**config.mk**
```make
export PLATFORM = sky130hd
export DESIGN_NAME = host_intf_arbiter_flat
export DESIGN_NICKNAME = d
export VERILOG_FILES = /design/src/rtl/host_intf_arbiter_pkg.sv /design/src/rtl/host_intf_arbiter_if.sv /design/src/rtl/rr_arb2.sv /design/src/rtl/host_intf_arbiter.sv /design/src/flat_wrapper.sv
export SDC_FILE = /design/constraint.sdc
export NUM_CORES = 1
export LEC_CHECK = 0
export BUFFER_PORTS_ARGS = -buffer_cell sky130_fd_sc_hd__buf_2
export CORE_MARGIN = 2
export CORE_UTILIZATION = 30
export DETAILED_ROUTE_END_ITERATION = 8
export PLACE_DENSITY = 0.56
export SETUP_SLACK_MARGIN = 0.2
export SLEW_MARGIN = 10
export SYNTH_ARGS = -nofsm -noshare
export SYNTH_HDL_FRONTEND = slang
export SYNTH_SLANG_ARGS = --single-unit
```
**constraint.sdc**
```tcl
create_clock -name clk_i -period 2.24 [get_ports clk_i]
set_input_delay 0.224 -clock clk_i [delete_from_list [all_inputs] [get_ports clk_i]]
set_output_delay 0.224 -clock clk_i [all_outputs]
set_load 0.05 [all_outputs]
```
**src/rtl/host_intf_arbiter_pkg.sv**
```systemverilog
// Shared definitions for the two-requester host interface arbiter:
// FSM encoding, timeout default and the latched access-control bundle.
package host_intf_arbiter_pkg;

   localparam logic [1:0] StIdle    = 2'd0;
   localparam logic [1:0] StIssue   = 2'd1;
   localparam logic [1:0] StWait    = 2'd2;
   localparam logic [1:0] StRelease = 2'd3;

   localparam int unsigned TmoCycDefault = 1023;

   typedef struct packed {
      logic rd;
      logic wr;
      logic dftm;
   } ctl_t;

   // A request with both strobes up is served as a read.
   function automatic ctl_t mk_ctl(input logic rd, input logic wr, input logic dftm);
      ctl_t c;
      c.rd   = rd;
      c.wr   = wr & ~rd;
      c.dftm = dftm;
      return c;
   endfunction

endpackage

```
**src/rtl/host_intf_arbiter_if.sv**
```systemverilog
// Bundle of requester-side and downstream-side signals of the arbiter.
// The slave modport is the arbiter's view; master is the surrounding system's.
interface host_intf_arbiter_if #(
   parameter int unsigned ADDR_W = 24,
   parameter int unsigned DATA_W = 16
);
   logic              m0_rd_i;
   logic              m0_wr_i;
   logic              m0_dftm_i;
   logic [ADDR_W-1:0] m0_addr_i;
   logic [DATA_W-1:0] m0_data_i;
   logic [DATA_W-1:0] m0_data_o;
   logic              m0_done_o;
   logic              m0_err_o;

   logic              m1_rd_i;
   logic              m1_wr_i;
   logic              m1_dftm_i;
   logic [ADDR_W-1:0] m1_addr_i;
   logic [DATA_W-1:0] m1_data_i;
   logic [DATA_W-1:0] m1_data_o;
   logic              m1_done_o;
   logic              m1_err_o;

   logic              s_rd_o;
   logic              s_wr_o;
   logic              s_dftm_o;
   logic [ADDR_W-1:0] s_addr_o;
   logic [DATA_W-1:0] s_data_o;
   logic [DATA_W-1:0] s_data_i;
   logic              s_done_i;
   logic              s_rdPending_i;

   modport slave (
      input  m0_rd_i, m0_wr_i, m0_dftm_i, m0_addr_i, m0_data_i,
      output m0_data_o, m0_done_o, m0_err_o,
      input  m1_rd_i, m1_wr_i, m1_dftm_i, m1_addr_i, m1_data_i,
      output m1_data_o, m1_done_o, m1_err_o,
      output s_rd_o, s_wr_o, s_dftm_o, s_addr_o, s_data_o,
      input  s_data_i, s_done_i, s_rdPending_i
   );

   modport master (
      output m0_rd_i, m0_wr_i, m0_dftm_i, m0_addr_i, m0_data_i,
      input  m0_data_o, m0_done_o, m0_err_o,
      output m1_rd_i, m1_wr_i, m1_dftm_i, m1_addr_i, m1_data_i,
      input  m1_data_o, m1_done_o, m1_err_o,
      input  s_rd_o, s_wr_o, s_dftm_o, s_addr_o, s_data_o,
      output s_data_i, s_done_i, s_rdPending_i
   );

endinterface

```
**src/rtl/rr_arb2.sv**
```systemverilog
// Two-way round-robin selector: on contention the requester not granted
// last wins. last = 1 means requester 1 was granted most recently.
module rr_arb2 (
   input  logic [1:0] req,
   input  logic       last,
   output logic [1:0] gnt
);

   assign gnt[0] = req[0] & (~req[1] | last);
   assign gnt[1] = req[1] & (~req[0] | ~last);

endmodule

```
**src/rtl/host_intf_arbiter.sv**
```systemverilog
// Shares one downstream access port between two requesters with round-robin
// arbitration, a per-access timeout, and fully registered outputs.
module host_intf_arbiter
   import host_intf_arbiter_pkg::*;
#(
   parameter int unsigned ADDR_W  = 24,
   parameter int unsigned DATA_W  = 16,
   parameter int unsigned TMO_CYC = TmoCycDefault
) (
   input logic               clk_i,
   input logic               rst_n_i,
   host_intf_arbiter_if.slave bus
);

   localparam int unsigned TmoW = $clog2(TMO_CYC + 1);

   logic [1:0]        state_q, state_d;
   logic              last_q, last_d;
   logic              cur_q, cur_d;
   ctl_t              ctl_q, ctl_d;
   logic [ADDR_W-1:0] addr_q, addr_d;
   logic [DATA_W-1:0] wdata_q, wdata_d;
   logic [TmoW-1:0]   tmo_q, tmo_d;
   logic [DATA_W-1:0] m0_data_q, m0_data_d;
   logic [DATA_W-1:0] m1_data_q, m1_data_d;
   logic [1:0]        done_q, done_d;
   logic [1:0]        err_q, err_d;
   logic [1:0]        req;
   logic [1:0]        gnt;

   assign req = {bus.m1_rd_i | bus.m1_wr_i, bus.m0_rd_i | bus.m0_wr_i};

   rr_arb2 u_rr_arb2 (
      .req  (req),
      .last (last_q),
      .gnt  (gnt)
   );

   always_comb begin
      state_d   = state_q;
      last_d    = last_q;
      cur_d     = cur_q;
      ctl_d     = ctl_q;
      addr_d    = addr_q;
      wdata_d   = wdata_q;
      tmo_d     = tmo_q;
      m0_data_d = m0_data_q;
      m1_data_d = m1_data_q;
      done_d    = '0;
      err_d     = '0;
      case (state_q)
         StIdle: begin
            if (!bus.s_rdPending_i && (gnt != 2'b00)) begin
               cur_d   = gnt[1];
               last_d  = gnt[1];
               ctl_d   = gnt[1] ? mk_ctl(bus.m1_rd_i, bus.m1_wr_i, bus.m1_dftm_i)
                                : mk_ctl(bus.m0_rd_i, bus.m0_wr_i, bus.m0_dftm_i);
               addr_d  = gnt[1] ? bus.m1_addr_i : bus.m0_addr_i;
               wdata_d = gnt[1] ? bus.m1_data_i : bus.m0_data_i;
               tmo_d   = '0;
               state_d = StIssue;
            end
         end
         StIssue, StWait: begin
            if (bus.s_done_i) begin
               done_d[cur_q] = 1'b1;
               if (ctl_q.rd) begin
                  if (cur_q) m1_data_d = bus.s_data_i;
                  else       m0_data_d = bus.s_data_i;
               end
               ctl_d.rd = 1'b0;
               ctl_d.wr = 1'b0;
               state_d  = StRelease;
            end else if (state_q == StIssue) begin
               state_d = StWait;
            end else begin
               tmo_d = tmo_q + TmoW'(1);
               if (tmo_d == TmoW'(TMO_CYC)) begin
                  err_d[cur_q] = 1'b1;
                  ctl_d.rd     = 1'b0;
                  ctl_d.wr     = 1'b0;
                  state_d      = StRelease;
               end
            end
         end
         default: state_d = StIdle;
      endcase
   end

   always_ff @(posedge clk_i or negedge rst_n_i) begin
      if (!rst_n_i) begin
         state_q   <= StIdle;
         last_q    <= 1'b1;
         cur_q     <= 1'b0;
         ctl_q     <= '0;
         addr_q    <= '0;
         wdata_q   <= '0;
         tmo_q     <= '0;
         m0_data_q <= '0;
         m1_data_q <= '0;
         done_q    <= '0;
         err_q     <= '0;
      end else begin
         state_q   <= state_d;
         last_q    <= last_d;
         cur_q     <= cur_d;
         ctl_q     <= ctl_d;
         addr_q    <= addr_d;
         wdata_q   <= wdata_d;
         tmo_q     <= tmo_d;
         m0_data_q <= m0_data_d;
         m1_data_q <= m1_data_d;
         done_q    <= done_d;
         err_q     <= err_d;
      end
   end

   assign bus.s_rd_o    = ctl_q.rd;
   assign bus.s_wr_o    = ctl_q.wr;
   assign bus.s_dftm_o  = ctl_q.dftm;
   assign bus.s_addr_o  = addr_q;
   assign bus.s_data_o  = wdata_q;
   assign bus.m0_data_o = m0_data_q;
   assign bus.m1_data_o = m1_data_q;
   assign bus.m0_done_o = done_q[0];
   assign bus.m1_done_o = done_q[1];
   assign bus.m0_err_o  = err_q[0];
   assign bus.m1_err_o  = err_q[1];

endmodule

```
**src/flat_wrapper.sv**
```systemverilog
// flat-port wrapper written by rule: the top's interface ports become plain ports
module host_intf_arbiter_flat import host_intf_arbiter_pkg::*;
#(
   parameter int unsigned ADDR_W  = 24,
   parameter int unsigned DATA_W  = 16,
   parameter int unsigned TMO_CYC = TmoCycDefault
)
  (clk_i, rst_n_i, bus_m0_rd_i, bus_m0_wr_i, bus_m0_dftm_i, bus_m0_addr_i, bus_m0_data_i, bus_m0_data_o, bus_m0_done_o, bus_m0_err_o, bus_m1_rd_i, bus_m1_wr_i, bus_m1_dftm_i, bus_m1_addr_i, bus_m1_data_i, bus_m1_data_o, bus_m1_done_o, bus_m1_err_o, bus_s_rd_o, bus_s_wr_o, bus_s_dftm_o, bus_s_addr_o, bus_s_data_o, bus_s_data_i, bus_s_done_i, bus_s_rdPending_i);
  host_intf_arbiter_if #(.ADDR_W(ADDR_W), .DATA_W(DATA_W)) bus_i ();
  input logic clk_i;
  input logic rst_n_i;
  input wire logic [$bits(bus_i.m0_rd_i)-1:0] bus_m0_rd_i;
  input wire logic [$bits(bus_i.m0_wr_i)-1:0] bus_m0_wr_i;
  input wire logic [$bits(bus_i.m0_dftm_i)-1:0] bus_m0_dftm_i;
  input wire logic [$bits(bus_i.m0_addr_i)-1:0] bus_m0_addr_i;
  input wire logic [$bits(bus_i.m0_data_i)-1:0] bus_m0_data_i;
  output wire logic [$bits(bus_i.m0_data_o)-1:0] bus_m0_data_o;
  output wire logic [$bits(bus_i.m0_done_o)-1:0] bus_m0_done_o;
  output wire logic [$bits(bus_i.m0_err_o)-1:0] bus_m0_err_o;
  input wire logic [$bits(bus_i.m1_rd_i)-1:0] bus_m1_rd_i;
  input wire logic [$bits(bus_i.m1_wr_i)-1:0] bus_m1_wr_i;
  input wire logic [$bits(bus_i.m1_dftm_i)-1:0] bus_m1_dftm_i;
  input wire logic [$bits(bus_i.m1_addr_i)-1:0] bus_m1_addr_i;
  input wire logic [$bits(bus_i.m1_data_i)-1:0] bus_m1_data_i;
  output wire logic [$bits(bus_i.m1_data_o)-1:0] bus_m1_data_o;
  output wire logic [$bits(bus_i.m1_done_o)-1:0] bus_m1_done_o;
  output wire logic [$bits(bus_i.m1_err_o)-1:0] bus_m1_err_o;
  output wire logic [$bits(bus_i.s_rd_o)-1:0] bus_s_rd_o;
  output wire logic [$bits(bus_i.s_wr_o)-1:0] bus_s_wr_o;
  output wire logic [$bits(bus_i.s_dftm_o)-1:0] bus_s_dftm_o;
  output wire logic [$bits(bus_i.s_addr_o)-1:0] bus_s_addr_o;
  output wire logic [$bits(bus_i.s_data_o)-1:0] bus_s_data_o;
  input wire logic [$bits(bus_i.s_data_i)-1:0] bus_s_data_i;
  input wire logic [$bits(bus_i.s_done_i)-1:0] bus_s_done_i;
  input wire logic [$bits(bus_i.s_rdPending_i)-1:0] bus_s_rdPending_i;
  assign bus_i.m0_rd_i = bus_m0_rd_i;
  assign bus_i.m0_wr_i = bus_m0_wr_i;
  assign bus_i.m0_dftm_i = bus_m0_dftm_i;
  assign bus_i.m0_addr_i = bus_m0_addr_i;
  assign bus_i.m0_data_i = bus_m0_data_i;
  assign bus_m0_data_o = bus_i.m0_data_o;
  assign bus_m0_done_o = bus_i.m0_done_o;
  assign bus_m0_err_o = bus_i.m0_err_o;
  assign bus_i.m1_rd_i = bus_m1_rd_i;
  assign bus_i.m1_wr_i = bus_m1_wr_i;
  assign bus_i.m1_dftm_i = bus_m1_dftm_i;
  assign bus_i.m1_addr_i = bus_m1_addr_i;
  assign bus_i.m1_data_i = bus_m1_data_i;
  assign bus_m1_data_o = bus_i.m1_data_o;
  assign bus_m1_done_o = bus_i.m1_done_o;
  assign bus_m1_err_o = bus_i.m1_err_o;
  assign bus_s_rd_o = bus_i.s_rd_o;
  assign bus_s_wr_o = bus_i.s_wr_o;
  assign bus_s_dftm_o = bus_i.s_dftm_o;
  assign bus_s_addr_o = bus_i.s_addr_o;
  assign bus_s_data_o = bus_i.s_data_o;
  assign bus_i.s_data_i = bus_s_data_i;
  assign bus_i.s_done_i = bus_s_done_i;
  assign bus_i.s_rdPending_i = bus_s_rdPending_i;
  host_intf_arbiter #(.ADDR_W(ADDR_W), .DATA_W(DATA_W), .TMO_CYC(TMO_CYC)) u_core (.clk_i(clk_i), .rst_n_i(rst_n_i), .bus(bus_i));
endmodule
```
==> results of run 1 <==
## Yosys cell counts
library cell  count  area share
and3_1            4      0.0058
o2111ai_1         1      0.0020
nand2_1          58       0.050
o31ai_1           2      0.0035
a31oi_1           3      0.0044
ha_1              6       0.017
o21ai_0          60       0.070
and2_4            1      0.0020
o41a_1            1      0.0026
buf_2            15       0.017
nor4b_1           1      0.0020
xnor2_2           1      0.0038
a21oi_1           4      0.0046
o21ai_1           3      0.0035
nor3_2            1      0.0023
nand3_1           5      0.0058
nand4_2           1      0.0029
mux2i_1          43        0.10
or2b_1            1      0.0017
nand4_1           2      0.0029
o21ai_2           1      0.0020
nand4b_1          1      0.0020
inv_1             6      0.0052
a32o_1            1      0.0023
nor4_1            1      0.0015
nor2b_1           2      0.0029
clkbuf_1          7      0.0061
xor2_1            3      0.0061
and4_4            1      0.0026
nand3b_1          2      0.0035
dfstp_2           1      0.0061
nor3_1            1      0.0012
mux2_2           32       0.084
nand4_4           1      0.0049
or3_1             2      0.0029
nor2_1           12       0.010
or3b_2            1      0.0020
a21boi_0          4      0.0070
nand2_4           1      0.0026
o22ai_1           2      0.0029
o41ai_1           2      0.0041
dfrtp_1          92        0.53
## metrics by stage
step	area [um^2]	total power [mW]	setup slack [ns]	hold slack (ns)	instances
floorplan	4310	6.16	0.332	-0.0716	389
global placement	5490	7.29	0.263	0.260	742
detailed placement	5490	7.38	0.203	0.257	742
CTS	5810	8.98	0.208	0.103	759
global route	5880	9.55	0.179	0.111	762
finish	5880	8.99	0.298	0.118	762
## state kept, by name, indices dropped and copies added (netlist names)
signal,flops
u_core.bus.s_rd_o,1
u_core.tmo_q,10
u_core.last_q,1
u_core.bus.s_dftm_o,1
u_core.err_q,2
u_core.bus.s_data_o,16
u_core.cur_q,1
u_core.bus.s_addr_o,24
u_core.state_q,2
u_core.bus.m1_data_o,16
u_core.bus.m0_data_o,16
u_core.bus.s_wr_o,1
u_core.done_q,2
## cell families (layout without fill, tap and decap cells)
| logic type | Yosys count | after routing | synth area share |
|---|---|---|---|
| simple gates | 99 | 99 | 0.113 |
| flops | 93 | 93 | 0.540 |
| compound gates | 84 | 84 | 0.108 |
| mux | 75 | 75 | 0.183 |
| buf+inv | 28 | 221 | 0.0287 |
| fa+ha+maj | 6 | 6 | 0.0174 |
| xor+xnor | 4 | 4 | 0.00986 |
## cell usage in the layout (no fill, tap or decap), drive strengths merged, types with 2 or more instances in the layout
| cell type | n |
|---|---|
| a21boi | 4 |
| a21oi | 4 |
| a31oi | 3 |
| and3 | 4 |
| buf | 197 |
| clkbuf | 11 |
| clkinvlp | 3 |
| dfrtp | 92 |
| ha | 6 |
| inv | 7 |
| mux2 | 32 |
| mux2i | 43 |
| nand2 | 59 |
| nand3 | 5 |
| nand3b | 2 |
| nand4 | 4 |
| nor2 | 12 |
| nor2b | 2 |
| nor3 | 2 |
| o21ai | 64 |
| o22ai | 2 |
| o31ai | 2 |
| o41ai | 2 |
| or3 | 2 |
| xor2 | 3 |
## final cells by class
class                   instances  area (um^2)
well taps                     180          225
clock inverters                 6         72.6
flip-flops and latches         93         2330
clock buffers                  10          229
fillers                      1397         8100
multi-input cells             268         1910
inverters                       6         22.5
repair buffers                199         1100
## final timing paths
kind                                               from  slack (ns)  depth (start not counted)                       to
worst max-delay path                  u_core.state_q[0]        0.30                          7   u_core.bus.s_addr_o[1]
worst min-delay path                    bus_s_data_i[3]        0.12                          2  u_core.bus.m0_data_o[3]
worst max register to register        u_core.state_q[0]        0.30                          7   u_core.bus.s_addr_o[1]
worst min register to register  u_core.bus.s_data_o[12]        0.47                          2  u_core.bus.s_data_o[12]
max in group asynchronous                       rst_n_i        1.16                          3             u_core.cur_q
min in group asynchronous                       rst_n_i        0.41                          2          u_core.tmo_q[6]
## metal layers
layer	vias to the layer above	share of wire
met5	-	0
met4	0	0.019
li1	1749	-
met3	15	0.079
met1	1682	0.42
met2	161	0.48
## where the power goes
group	leakage (nW)	switching [mW]	internal (mW)
combinational	1.80	3.40	1.31
sequential	1.21	0.377	2.35
clock	0.137	0.677	0.875
## what timing repair did
item	in CTS	in global routing
endpoints found under the setup margin	3	75
gates cloned	0	1
pin swaps	0	1
resized for setup	1	13
endpoints found under the hold margin	40	0
hold buffers	1	0
setup buffers	0	2
## worst max-delay path, stage by stage (launching register included)
cell and delay (ns):
dfrtp_1 0.42, inv_1 0.13, ha_2 0.23, inv_1 0.10
or3_2 0.54, clkbuf_16 0.25, nand2_1 0.08, o21ai_0 0.08
==> impl_metrics.csv, run 1 <==
group,metric,value,unit
run_status,status,"completed",
drt,routed_wl,11000,um
timing,layout_min_cycle_time,1.94,ns
logic_synthesis,yosysWarnings,0,
critical_path,required,2.46,ns
global_routing,antenna_found_initial,0,
global_routing,grt_pass1_vias,3452,
timing,post-route-period-util,0.867,
critical_path,cp_max_fo,43,
clock_network,cts_htree_levels,3,
layout,nets,689,
job,drv_cap,0,
floorplan,rows,43,
timing,drv_slew,0,
clock_network,cts_buffers,9,
placed_design,gp_congestion,0.858,
timing,clock.fmax,515,MHz
floorplan,fp.dieH,124,um
global_routing,grt_util_met3,0.0389,
clock_network,cts_tree,"yes",
logic_synthesis,syn_area_per_cell,11.1,um^2
global_routing,met1_usage,0.175,
critical_path,crit_path_end_kind,"flop",
clock_network,clk_pin_slew_worst_paths,0.07,ns
power_and_ir_drop,power_density,1530,mW/mm^2
layout,post-route-util,0.421,
critical_path,worstSetupStartpointType,"flop",
floorplan,die_w,124,um
drt,drtIter0Drc,123,
floorplan,die_area,0.0154,mm^2
global_routing,grt_max_degree,87,
floorplan,coreArea,0.0140,mm^2
floorplan,start_util,0.308,
drt,drcViolationCount,0,
logic_synthesis,synth_nets,501,
drt,antenna_left,0,
power_and_ir_drop,irDropWorstVdd,0.770,mV
timing,skew,0.00539,ns
clock_network,cts_root_buffer,"clkbuf_16",
critical_path,path_class,"reg -> reg",
layout,area_delta_synth_final,36.4,%
global_routing,grt_use_met2,0.230,
layout,drive_gt1_frac,0.455,
placed_design,dp_hpwl,8040,um
timing,tightest_slew,0.618,ns
logic_synthesis,syn-cell-area,0.00431,mm^2
logic_synthesis,synth-seq-area-share,0.540,
logic_synthesis,ys_ff_latch,93,
placed_design,port_buffers,184,
timing,final.setup.tns,0,ns
timing,maxSlewHeadroom,0.587,
drt,via_per_inst,4.73,
timing,rsz0062_at_grt,"false",
hold_path,hold_path_class,"in -> reg",
power_and_ir_drop,leakagePower,3.14,nW
global_routing,busiest_layer,"met2",
drt,dr.pass1.iters,4,
clock_network,cts_sinks,93,
clock_network,clkLatencyLatePin,0.34,ns
layout,antenna_cells,0,
global_routing,overflow,0,
logic_synthesis,postSynthCellCount,389,
timing,hold_violations,0,
global_routing,grt_pass1_wl,16600,um
floorplan,io_pins,185,
drt,post_drt_wl_per_cell,14.5,um
critical_path,arrival,2.16,ns
clock_network,cts_buffer_depth,2,
drt,vias,3607,
timing,setup_violations,0,
logic_synthesis,synth.distinct_cells,42,
global_routing,track_usage,0.141,
No activity file was read; power rests on OpenSTA's default activity.
==> run 2: changes to the inputs <==
--- a/config.mk
+++ b/config.mk
@@ -9,6 +9,7 @@
 export CORE_MARGIN = 2
 export CORE_UTILIZATION = 30
 export DETAILED_ROUTE_END_ITERATION = 8
+export MAX_ROUTING_LAYER = met4
 export PLACE_DENSITY = 0.56
 export SETUP_SLACK_MARGIN = 0.2
 export SLEW_MARGIN = 10
==> impl_metrics.csv, run 2 (synthesized netlist as in run 1, its figures left out) <==
group,metric,value,unit
clock_network,cts_buffers,9,
layout,antenna_cells,0,
critical_path,rr_endpoint,"u_core.bus.s_addr_o[1]",
timing,setup_violations,0,
global_routing,antenna_found_initial,0,
drt,drtIter0Drc,137,
clock_network,cts_buffer_depth,2,
clock_network,clk_pin_slew_worst_paths,0.07,ns
drt,dr.pass1.iters,4,
drt,vias,3607,
timing,maxSlewHeadroom,0.587,
placed_design,dp_hpwl,8040,um
layout,largest_register_ffs,24,
global_routing,grt_max_degree,87,
placed_design,gp_congestion,0.872,
floorplan,start_util,0.308,
layout,drive_gt1_frac,0.455,
critical_path,worstSetupStartpointType,"flop",
layout,final_cell_mix,"183 x buf_2, 91 x dfrtp_1, 57 x nand2_1, 57 x o21ai_0, 43 x mux2i_1",
critical_path,slowest_stage,"or3_2",
critical_path,required,2.46,ns
critical_path,crit_path_end_kind,"flop",
global_routing,grt_pass1_wl,16700,um
timing,layout_min_cycle_time,1.95,ns
placed_design,place_ws,0.203,ns
timing,post-route-period-util,0.870,
placed_design,port_buffers,184,
timing,rsz0062_at_grt,"true",
floorplan,rows,43,
critical_path,ff2ff_path_depth,7,
timing,tightest_slew,0.618,ns
timing,drv_slew,0,
layout,layout_commonest_cell,"buf_2",
job,drv_cap,0,
hold_path,hold_path_class,"in -> reg",
layout,fillers,1396,
layout,nets,689,
clock_network,cts_sinks,93,
floorplan,io_pins,185,
power_and_ir_drop,irDropWorstVdd,0.865,mV
global_routing,track_usage,0.146,
critical_path,reg2reg_slack,0.29,ns
power_and_ir_drop,leakagePower,3.14,nW
clock_network,cts_root_buffer,"clkbuf_16",
critical_path,crit_cells,7,
layout,area_delta_synth_final,36.4,%
global_routing,overflow,0,
timing,skew,0.00660,ns
drt,antenna_left,0,
critical_path,path_class,"reg -> reg",
timing,hold_violations,0,
timing,clock.fmax,513,MHz
drt,routed_wl,11100,um
floorplan,die_w,124,um
drt,post_drt_wl_per_cell,14.5,um
drt,drcViolationCount,0,
critical_path,arrival,2.17,ns
critical_path,critical-path-top-delay-family,"simple AND/OR/NAND/NOR gates",
critical_path,cp_common_cell,"inv_1",
critical_path,r2r-start,"u_core.state_q[0]",
power_and_ir_drop,power_density,1530,mW/mm^2
layout,ff_latch_area,0.00233,mm^2
layout,multi_input_area,0.00191,mm^2
global_routing,grt_pass1_vias,3449,
clock_network,clkLatencyLatePin,0.34,ns
critical_path,worstSetupStartpoint,"u_core.state_q[0]",
critical_path,path_cells,"inv_1 > ha_2 > inv_1 > or3_2 > clkbuf_16 > nand2_1 > o21ai_0",
floorplan,die_area,0.0154,mm^2
run_status,status,"completed",
drt,via_per_inst,4.73,
timing,final.setup.tns,0,ns
critical_path,cp-endpoint,"u_core.bus.s_addr_o[1]",
clock_network,cts_tree,"yes",
timing,fin_ws,0.291,ns
clock_network,cts_htree_levels,3,
critical_path,critPathMaxStageDelay,0.54,ns
floorplan,fp.dieH,124,um
critical_path,cp_max_fo,43,
critical_path,crit_buf_inv,3,
floorplan,coreArea,0.0140,mm^2
## run 2: cell type report
type                            instances  share of cell area
Sequential cell                        93               0.396
Clock buffer                           10              0.0389
Clock inverter                          6              0.0123
Inverter                                6             0.00383
Multi-Input combinational cell        268               0.324
Timing Repair Buffer                  199               0.186
Tap cell                              180              0.0383
## run 2: worst register-to-register path, stage by stage, from the launching register on
cell and delay [ns]:
dfrtp_1 0.42, inv_1 0.13, ha_2 0.23, inv_1 0.10
or3_2 0.54, clkbuf_16 0.25, nand2_1 0.09, o21ai_0 0.08
## run 2: stage by stage
| step | cell area [um^2] | util | std cells | power [mW] | hold WS [ns] |
|---|---|---|---|---|---|
| after floorplan | 4310 | - | 389 | 6.16 | -0.0716 |
| after global placement | 5490 | 0.393 | 742 | 7.29 | 0.260 |
| after detailed placement | 5490 | 0.393 | 742 | 7.38 | 0.257 |
| after CTS | 5810 | 0.416 | 759 | 8.98 | 0.103 |
| after global routing | 5880 | 0.421 | 762 | 9.54 | 0.111 |
| final | 5880 | 0.421 | 762 | 8.99 | 0.117 |
## run 2: where the power goes
part / total (mW) / internal [mW] / switching, mW
logic: 4.72 / 1.31 / 3.41
registers: 2.73 / 2.35 / 0.378
clock network: 1.55 / 0.875 / 0.676
## run 2: worst min path at each step
stage | slack [ns] | cells after the start | start | endpoint
after CTS | 0.10 | 2 | bus_s_data_i[3] | u_core.bus.m0_data_o[3]
after detailed placement | 0.26 | 1 | rst_n_i | u_core.tmo_q[6]
after global placement | 0.26 | 1 | rst_n_i | u_core.tmo_q[6]
after floorplan | -0.07 | 0 | rst_n_i | u_core.bus.m0_data_o[0]
after global routing | 0.11 | 2 | bus_s_data_i[3] | u_core.bus.m0_data_o[3]
final | 0.12 | 2 | bus_s_data_i[3] | u_core.bus.m0_data_o[3]
## run 2: layer usage
layer  vias to the layer above  track usage  part of all wire
met5                         -            -                 0
met4                         0       0.0618             0.017
met3                        14       0.0339             0.072
met2                       160        0.231              0.48
met1                      1684        0.179              0.43
li1                       1749            -                 -
## run 2: what timing repair did
item,in CTS,in global routing
cloned,0,1
gates resized for setup,1,12
hold buffers,1,0
endpoints found under the hold margin,40,0
setup buffers,0,2
pin swaps,0,1
setup endpoints to repair,3,75
==> run 3: changes to the inputs <==
--- a/config.mk
+++ b/config.mk
@@ -5,6 +5,7 @@
 export SDC_FILE = /design/constraint.sdc
 export NUM_CORES = 1
 export LEC_CHECK = 0
+export ABC_AREA = 1
 export BUFFER_PORTS_ARGS = -buffer_cell sky130_fd_sc_hd__buf_2
 export CORE_MARGIN = 2
 export CORE_UTILIZATION = 30
==> impl_metrics.csv, run 3 <==
group,metric,value,unit
critical_path,path_class,"reg -> reg",
logic_synthesis,yosysWarnings,0,
logic_synthesis,ys_top_cells_by_count,"92 x dfrtp_1, 92 x nand2_1, 62 x nor2_1",
drt,via_per_inst,4.48,
timing,tightest_slew,0.704,ns
critical_path,cp_max_fo,7,
critical_path,crit_path_end_kind,"flop",
hold_path,min_to,"u_core.bus.m0_data_o[14]",
layout,layout_commonest_cell,"buf_2",
critical_path,required,2.47,ns
timing,post-route-period-util,0.825,
placed_design,port_buffers,184,
hold_path,min_from,"bus_s_data_i[14]",
global_routing,grt_pass1_wl,17800,um
run_status,status,"completed",
layout,nets,769,
floorplan,rows,43,
clock_network,cts_tree,"yes",
clock_network,clkLatencyLatePin,0.34,ns
timing,hold_violations,0,
timing,skew,0.00761,ns
power_and_ir_drop,power_density,1650,mW/mm^2
logic_synthesis,syn_area_per_cell,8.87,um^2
clock_network,cts_root_buffer,"clkbuf_16",
logic_synthesis,yosys.area.top_type,"dfrtp_1",
global_routing,track_usage,0.157,
timing,fin_ws,0.391,ns
placed_design,dp_hpwl,8290,um
placed_design,gp_congestion,0.795,
timing,setup_violations,0,
logic_synthesis,syn-cell-area,0.00421,mm^2
logic_synthesis,synth-seq-area-share,0.553,
logic_synthesis,async_reset_ff_frac,1.00,
timing,drv_slew,0,
logic_synthesis,synthFlopType,"dfrtp_1",
critical_path,worstSetupStartpoint,"u_core.state_q[0]",
critical_path,r2r-start,"u_core.state_q[0]",
drt,drcViolationCount,0,
hold_path,hold_depth,2,
timing,rsz0062_at_grt,"true",
layout,largest_register_ffs,24,
logic_synthesis,postSynthCellCount,475,
timing,layout_min_cycle_time,1.85,ns
floorplan,io_pins,185,
logic_synthesis,synth.distinct_cells,31,
layout,drive_gt1_frac,0.370,
clock_network,cts_buffers,9,
layout,antenna_cells,0,
layout,fillers,1437,
floorplan,start_util,0.306,
timing,final.setup.tns,0,ns
logic_synthesis,synth_edf_count,0,
power_and_ir_drop,p_total,9.28,mW
global_routing,grt_pass1_vias,3650,
floorplan,die_w,123,um
critical_path,slowest_stage,"dfrtp_1",
timing,clock.fmax,541,MHz
layout,area_delta_synth_final,33.5,%
global_routing,antenna_found_initial,0,
logic_synthesis,synth_area_leaders,"dfrtp_1 55%, nand2_1 8.2%, o21ai_1 6.9%",
global_routing,grt_max_degree,43,
critical_path,arrival,2.08,ns
clock_network,cts_buffer_depth,2,
hold_path,hold_path_class,"in -> reg",
placed_design,place_ws,0.322,ns
logic_synthesis,synth_nets,587,
drt,drtIter0Drc,177,
critical_path,reg2reg_slack,0.39,ns
drt,routed_wl,11300,um
drt,vias,3774,
critical_path,worstSetupStartpointType,"flop",
critical_path,path_cells,"inv_1 > ha_1 > nand2_1 > o21ai_0 > nor2_2 > inv_2 > a22o_1",
timing,maxSlewHeadroom,0.530,
logic_synthesis,ys_ff_latch,93,
job,drv_cap,0,
floorplan,die_area,0.0150,mm^2
layout,final_cell_mix,"183 x buf_2, 92 x nand2_1, 92 x dfrtp_1, 62 x nor2_1, 58 x o21ai_1",
power_and_ir_drop,irDropWorstVdd,0.694,mV
logic_synthesis,synth.top_cell.area_share,0.546,
clock_network,cts_setup_buffers,0,
drt,post_drt_wl_per_cell,13.4,um
clock_network,cts_htree_levels,3,
global_routing,overflow,0,
critical_path,ff2ff_path_depth,7,
drt,antenna_left,0,
critical_path,critPathMaxStageDelay,0.40,ns
critical_path,rr_endpoint,"u_core.tmo_q[7]",
clock_network,cts_sinks,93,
layout,post-route-util,0.408,
floorplan,fp.dieH,123,um
floorplan,coreArea,0.0138,mm^2
clock_network,clk_pin_slew_worst_paths,0.07,ns
drt,dr.pass1.iters,4,
power_and_ir_drop,leakagePower,2.92,nW
## run 3: changes by cell type after synthesis, moves of 7 or more
cell | before | now
a21oi_1 | 4 | 11
inv_1 | 6 | 25
inv_2 | 0 | 7
mux2_2 | 32 | 10
mux2i_1 | 43 | 0
nand2_1 | 58 | 92
nand2_2 | 0 | 7
nor2_1 | 12 | 62
nor2_2 | 0 | 8
o21ai_0 | 60 | 43
o21ai_1 | 3 | 58
## run 3: report_power, final
group	internal [mW]	switching, mW
Sequential	2.41	0.423
Clock	0.797	0.677
Combinational	1.16	3.82
Total	4.36	4.92
## run 3: cell type report
type	instances	area [um^2]	share of cell area
Sequential cell	93	2330	0.414
Multi-Input combinational cell	330	1670	0.298
Timing Repair Buffer	191	991	0.176
Clock buffer	11	243	0.0431
Tap cell	180	225	0.0400
Inverter	32	120	0.0214
Clock inverter	5	43.8	0.00778
## run 3: what timing repair did
action,CTS,global route
endpoints found under the setup margin,0,5
hold buffers,1,0
gates resized for setup,0,1
hold endpoints to repair,15,0
## run 3: routing by layer
| layer | routed length, um | up-vias | share of wire | global-route usage |
|---|---|---|---|---|
| met5 | 0 | - | 0 | - |
| met4 | 171 | 0 | 0.015 | 0.0553 |
| met3 | 753 | 14 | 0.067 | 0.0390 |
| met2 | 5150 | 140 | 0.46 | 0.239 |
| met1 | 5220 | 1702 | 0.46 | 0.203 |
| li1 | - | 1918 | - | - |
## run 3: worst max path at each step
| stage | endpoint | slack [ns] |
|---|---|---|
| final | u_core.tmo_q[7] | 0.39 |
| after floorplan | u_core.bus.m1_data_o[13] | 0.46 |
| after global placement | u_core.bus.m0_data_o[11] | 0.40 |
| after CTS | u_core.bus.m0_data_o[13] | 0.31 |
| after global routing | u_core.bus.s_rd_o | 0.20 |
| after detailed placement | u_core.bus.m0_data_o[13] | 0.32 |
## run 3: critical path, delay by kind of cell (launching register included)
| kind | cells | cell delay [ns] |
|---|---|---|
| flip-flops | 1 | 0.40 |
| AO/OA/AOI/OAI | 2 | 0.31 |
| AND/OR/NAND/NOR | 2 | 0.49 |
| adder cells (fa/ha/maj) | 1 | 0.35 |
| buffers and inverters | 2 | 0.19 |
## run 3: cell families (layout without fill, tap and decap cells)
group | count (synthesis) | count (layout) | share of synthesized area
AND/OR/NAND/NOR | 190 | 190 | 0.193
AO/OA/AOI/OAI | 119 | 119 | 0.146
flip-flops | 93 | 93 | 0.553
buffers and inverters | 52 | 239 | 0.0511
multiplexers | 14 | 14 | 0.0374
adder cells (fa/ha/maj) | 6 | 6 | 0.0178
XOR/XNOR | 1 | 1 | 0.00208
## run 3: metrics by stage
step	hold slack [ns]	std cells	instance area (um^2)
2_1_floorplan	-0.0716	475	4210
3_3_place_gp	0.112	825	5320
3_5_place_dp	0.122	825	5320
4_1_cts	0.0940	842	5620
5_1_grt	0.0924	842	5630
6_report	0.109	842	5630
